### config.mk
export PLATFORM = sky130hd
export DESIGN_NAME = if_id_buffer_flat
export DESIGN_NICKNAME = d
export VERILOG_FILES = /design/src/rtl/if_id_buffer_if.sv /design/src/rtl/if_id_buffer.sv /design/src/flat_wrapper.sv
export SDC_FILE = /design/constraint.sdc
export NUM_CORES = 1
export LEC_CHECK = 0
export ABC_AREA = 1
export CAP_MARGIN = 20
export CELL_PAD_IN_SITES_DETAIL_PLACEMENT = 2
export CELL_PAD_IN_SITES_GLOBAL_PLACEMENT = 2
export CORE_MARGIN = 3
export CORE_UTILIZATION = 27
export DETAILED_ROUTE_END_ITERATION = 6
export PLACE_DENSITY = 0.84
export SYNTH_ARGS = -nofsm -noshare
export SYNTH_HDL_FRONTEND = slang
export SYNTH_SLANG_ARGS = --single-unit
### constraint.sdc
create_clock -name clk -period 2.5 [get_ports clk]
set_input_delay 0.25 -clock clk [delete_from_list [all_inputs] [get_ports clk]]
set_output_delay 0.25 -clock clk [all_outputs]
set_load 0.02 [all_outputs]
### src/rtl/if_id_buffer_if.sv
// Handshake bundle between the fetch stage, the IF/ID buffer and the decode stage.
// The buffer owns the slave view; whatever drives fetch/decode owns the master view.
interface if_id_buffer_if #(
  parameter int XLEN = 32
);
  logic            in_valid;
  logic            in_ready;
  logic [XLEN-1:0] in_pc;
  logic [XLEN-1:0] in_instr;
  logic            out_valid;
  logic            out_ready;
  logic [XLEN-1:0] out_pc;
  logic [XLEN-1:0] out_pc_plus4;
  logic [XLEN-1:0] out_instr;
  logic            flush;
  logic [1:0]      count;

  modport master (
    output in_valid, in_pc, in_instr, out_ready, flush,
    input  in_ready, out_valid, out_pc, out_pc_plus4, out_instr, count
  );

  modport slave (
    input  in_valid, in_pc, in_instr, out_ready, flush,
    output in_ready, out_valid, out_pc, out_pc_plus4, out_instr, count
  );
endinterface

### src/rtl/if_id_buffer.sv
// Two-entry elastic buffer at the IF/ID boundary; presents a NOP bubble when empty.
// All outputs are decoded from registered state, so no input reaches an output combinationally.
module if_id_buffer #(
  parameter int              XLEN      = 32,
  parameter logic [XLEN-1:0] NOP_INSTR = XLEN'(32'h0000_0013)
) (
  input logic           clk,
  input logic           rst,
  if_id_buffer_if.slave bus
);

  logic [XLEN-1:0] pc_q    [2];
  logic [XLEN-1:0] instr_q [2];
  logic            wr_ptr;
  logic            rd_ptr;
  logic [1:0]      cnt;

  logic            not_full;
  logic            not_empty;
  logic            push;
  logic            pop;
  logic [XLEN-1:0] head_pc;

  assign not_full  = (cnt != 2'd2);
  assign not_empty = (cnt != 2'd0);

  // Flush suppresses both sides of the handshake for the cycle it is asserted.
  assign push = bus.in_valid  && not_full  && !bus.flush;
  assign pop  = bus.out_ready && not_empty && !bus.flush;

  always_ff @(posedge clk or negedge rst) begin
    if (!rst) begin
      wr_ptr <= 1'b0;
      rd_ptr <= 1'b0;
      cnt    <= 2'd0;
      for (int i = 0; i < 2; i++) begin
        pc_q[i]    <= '0;
        instr_q[i] <= '0;
      end
    end else if (bus.flush) begin
      wr_ptr <= 1'b0;
      rd_ptr <= 1'b0;
      cnt    <= 2'd0;
    end else begin
      if (push) begin
        pc_q[wr_ptr]    <= bus.in_pc;
        instr_q[wr_ptr] <= bus.in_instr;
        wr_ptr          <= ~wr_ptr;
      end
      if (pop) begin
        rd_ptr <= ~rd_ptr;
      end
      if (push && !pop) begin
        cnt <= cnt + 2'd1;
      end else if (pop && !push) begin
        cnt <= cnt - 2'd1;
      end
    end
  end

  assign head_pc          = not_empty ? pc_q[rd_ptr] : '0;
  assign bus.in_ready     = not_full;
  assign bus.out_valid    = not_empty;
  assign bus.out_pc       = head_pc;
  assign bus.out_instr    = not_empty ? instr_q[rd_ptr] : NOP_INSTR;
  assign bus.out_pc_plus4 = head_pc + XLEN'(4);
  assign bus.count        = cnt;

endmodule

### src/flat_wrapper.sv
// flat-port wrapper written by rule: the top's interface ports become plain ports
module if_id_buffer_flat 
#(
  parameter int              XLEN      = 32,
  parameter logic [XLEN-1:0] NOP_INSTR = XLEN'(32'h0000_0013)
)
  (clk, rst, bus_in_valid, bus_in_pc, bus_in_instr, bus_out_ready, bus_flush, bus_in_ready, bus_out_valid, bus_out_pc, bus_out_pc_plus4, bus_out_instr, bus_count);
  if_id_buffer_if #(.XLEN(XLEN)) bus_i ();
  input logic clk;
  input logic rst;
  input wire logic [$bits(bus_i.in_valid)-1:0] bus_in_valid;
  input wire logic [$bits(bus_i.in_pc)-1:0] bus_in_pc;
  input wire logic [$bits(bus_i.in_instr)-1:0] bus_in_instr;
  input wire logic [$bits(bus_i.out_ready)-1:0] bus_out_ready;
  input wire logic [$bits(bus_i.flush)-1:0] bus_flush;
  output wire logic [$bits(bus_i.in_ready)-1:0] bus_in_ready;
  output wire logic [$bits(bus_i.out_valid)-1:0] bus_out_valid;
  output wire logic [$bits(bus_i.out_pc)-1:0] bus_out_pc;
  output wire logic [$bits(bus_i.out_pc_plus4)-1:0] bus_out_pc_plus4;
  output wire logic [$bits(bus_i.out_instr)-1:0] bus_out_instr;
  output wire logic [$bits(bus_i.count)-1:0] bus_count;
  assign bus_i.in_valid = bus_in_valid;
  assign bus_i.in_pc = bus_in_pc;
  assign bus_i.in_instr = bus_in_instr;
  assign bus_i.out_ready = bus_out_ready;
  assign bus_i.flush = bus_flush;
  assign bus_in_ready = bus_i.in_ready;
  assign bus_out_valid = bus_i.out_valid;
  assign bus_out_pc = bus_i.out_pc;
  assign bus_out_pc_plus4 = bus_i.out_pc_plus4;
  assign bus_out_instr = bus_i.out_instr;
  assign bus_count = bus_i.count;
  if_id_buffer #(.XLEN(XLEN), .NOP_INSTR(NOP_INSTR)) u_core (.clk(clk), .rst(rst), .bus(bus_i));
endmodule
==> metrics list <==
- The run finished, with violations left.
- The checks that failed: negative setup slack.
- In this run the number of H-tree levels came out at 4.
* PnR Total Power: 15.3 mW
- Synth unique cells: 24
- Detailed placement ended at an HPWL of 18700 um.
- Number of inserted diodes: 0
- Minimum clock period after layout: 2750 ps
* Synthesized instance count: 965
* Drt first pass iters: 4
* Post-route clock skew: 9.08 ps
- The share of the Yosys chip area taken by registers is 0.477.
- The worst-case IR drop observed on VDD is 0.615 mV.
- After filler insertion, the fill cell instance count of the layout stands at 2761.
- Global router's overall resource usage: 0.198
* Via count: 7489
- Crit. End Element: output port
- Final core area utilization: 0.443
- Once layout is done, the placed cells without fillers occupy between 10000 and 15000 sq um.
- Required time at the endpoint of the critical path: 2250 ps
* Minimum setup slack in the final design: -246 ps
* Post-synth net total: 1035
* Portion of synthesized cell area occupied by the leading cell type: 0.477
- Leakage power total: 5.81 nW
- Entering global routing, the biggest net connects 67 pins.
- Largest area contributor in the synthesized netlist: dfrtp_1
- Reported max-cap violation count: 0
- Number of violations reported at the end of detailed-routing iteration 0: 261
- Global routing finished with a remaining overflow of 0.
- Clock tree buffer depth: 2
- The number of pins with negative max-slew slack in the final report was 0.
- Clock tree synthesis inserted a total of 17 buffers.
- Final Hold Viols: 0
- Floorplan row count: 57
- Critical-path maximum fanout: 7
- Once placement completed, the tool counted placed cells totaling between 1000 and 1500.
- Clock Sink Count: roughly 130
* Slew HR: 0.665
- Main synth FF type: dfrtp_1
* Fraction of layout instances using a drive strength above 1: 0.248
- The count of nets left with antenna violations once routing finished came out at 0.
- DR vias/cell: around 4.9
- For the pin with the worst max-slew slack, the measured transition is approximately 500 ps.
- The congestion estimate from routability-driven global placement came to 0.835.
- Static timing analysis puts the maximum clock frequency at around 0.36 GHz.
- Core area: 24700 sq um
* Number of I/O port buffers: 168
- The die is about 170 um tall.
- Yosys warning count: 0
- Of all flip-flops after synthesis, the portion carrying an async set or reset was 1.00.
- Floorplan die width: 166 um
- Total Routed Length: 32000 um
- For this run, the post-layout net count is 1277.
* Power per standard cell area: 1400 nW/um^2
* Path category of the worst min-delay check: input port to async pin
- The root buffer cell chosen for the clock tree is clkbuf_16.
- Die Area: 27600 sq um
- STA classifies the critical path startpoint as a register.
* Count of flip-flops with a built-in enable after synthesis: 0
- Excluding fillers, the count of instances in the completed layout stands at 1543.
* Clock-pin transition on the worst setup and hold timing paths: 60 ps
* Most repeated cell in the gate-level netlist after synthesis: nand2_1
- Ranked by total cell area, the synthesized netlist is headed by dfrtp_1 (48%), nand2_1 (20%), inv_1 (6.0%).
- Data on the critical path arrives at its endpoint at 2500 ps.
* Unrepaired setup endpoints after global routing: true
* TritonCTS clock tree: yes
* Effective utilization at floorplan: 0.280
* Residual DRC count: 0
- The via count of the first global-routing pass came to around 8000.
- Clock Latency Late Sink: 420 ps
* Signed area change from the synthesized netlist to the final layout: 58.2%
* Setup Crit Path Kind: register to output port
* Post-detailed-route wirelength per cell: roughly 21 um
- The first global-routing pass estimated 44200 um of wire.
- The number of antenna violations at the first check in global routing is 1.
* Total cell area at the placement stage: 9440 sq um
- Setup violations remaining at the end of the flow were counted as 29.
* Syn Std Cell Area: 6920 sq um
- Of the available clock period, the critical path in the final layout requires 1.10.
- Mean instance size in the synthesized netlist: 7.18 sq um
- In the synthesized netlist, the cells that appear most often are nand2_1 (377), dfrtp_1 (132), inv_1 (111).
- FF+latch count, synth: between 100 and 150
- During I/O placement, the number of pins put on the boundary was 169.
[worst max-delay path, cell delays in order, from the launching register on]
cell	delay, ps
dfrtp_2	470
clkinv_4	130
nor2_1	70
nor2_1	140
nand2_1	130
buf_4	190
nor2_4	200
nand2_2	130
nor2_4	170
buf_6	140
xor2_1	160
buf_4	160
[power breakdown]
group | internal (mW) | switching [mW] | leakage, nW
Combinational | 3.53 | 5.35 | 3.89
Clock | 1.48 | 1.03 | 0.278
Sequential | 3.18 | 0.715 | 1.64
[cell type report]
type	instances	area, sq um	share of cell area
multi-input combinational	665	3500	0.320
sequential	132	3310	0.302
timing repair buffer	275	2710	0.248
inverter	116	445	0.0407
clock buffer	18	429	0.0392
tap	324	405	0.0370
clock inverter	13	150	0.0137
[state kept, by name, summed over array words and instances (netlist names)]
register and flops:
u_core.rd_ptr 1, u_core.pc_q 64, u_core.wr_ptr 1, u_core.bus.count 2, u_core.instr_q 64
[placed cells by master (no fill, tap or decap), types with 3 or more instances in the layout]
master,Yosys,layout
dlymetal6s2s_1,0,28
clkbuf_16,0,20
nand2_2,3,41
xor2_1,16,13
clkdlybuf4s50_1,0,77
xor2_2,0,3
clkinv_4,0,5
nor2_1,46,12
nand2_4,0,9
nand3_2,0,9
inv_2,4,8
o21ai_1,52,50
inv_1,111,105
nand3_4,0,12
buf_2,24,6
nor2_2,3,17
buf_6,4,14
inv_6,0,4
nand2_1,377,330
dfrtp_1,132,129
buf_4,5,98
buf_12,0,10
a21oi_1,32,32
dlygate4sd2_1,0,32
nand3_1,46,25
nor2_4,5,25
dfrtp_2,0,3
o21ai_0,80,80
[what timing repair did]
| action | in CTS | in global routing |
|---|---|---|
| pin swaps | 19 | 39 |
| hold buffers | 1 | 0 |
| resized for setup | 227 | 151 |
| endpoints found under the setup margin | 71 | 60 |
| endpoints found under the hold margin | 46 | 0 |
| setup buffers | 7 | 21 |
| cloned | 1 | 3 |
[final timing paths]
check,from,endpoint,slack [ps],cells past startpoint
setup / recovery,u_core.rd_ptr,bus_out_pc_plus4[15],-250,11
min in group clk,bus_in_instr[6],u_core.instr_q[38],400,3
hold / removal,rst,u_core.instr_q[42],340,2
max in group asynchronous,rst,u_core.instr_q[26],1410,3
setup reg to reg,u_core.bus.count[1],u_core.bus.count[0],640,10
hold reg to reg,u_core.instr_q[52],u_core.instr_q[52],490,2
[metrics by stage]
step	setup slack (ps)	hold WS, ps	setup TNS, ps
floorplan	11.5	-45.6	0
global placement	-121	230	-1010
detailed placement	-261	237	-2740
CTS	-144	353	-813
global route	-352	375	-7750
finish	-246	344	-3900
[kinds of logic after synthesis]
kind of cell | after synthesis | synth area share
and+or+nand+nor | 484 | 0.280
AOI/OAI and AO/OA | 164 | 0.119
adders and majority gates | 1 | 0.00181
buffers and inverters | 168 | 0.103
DFF | 132 | 0.477
xor gates and xnor gates | 16 | 0.0202
[metal layers]
layer  GRT usage  share of wire  up-vias
li1            -              -     3459
met1       0.243           0.41     3749
met2       0.354           0.51      221
met3      0.0388          0.047       58
met4      0.0517          0.026        2
met5           0        0.00031        -
Power figures use the tool's default switching activity.
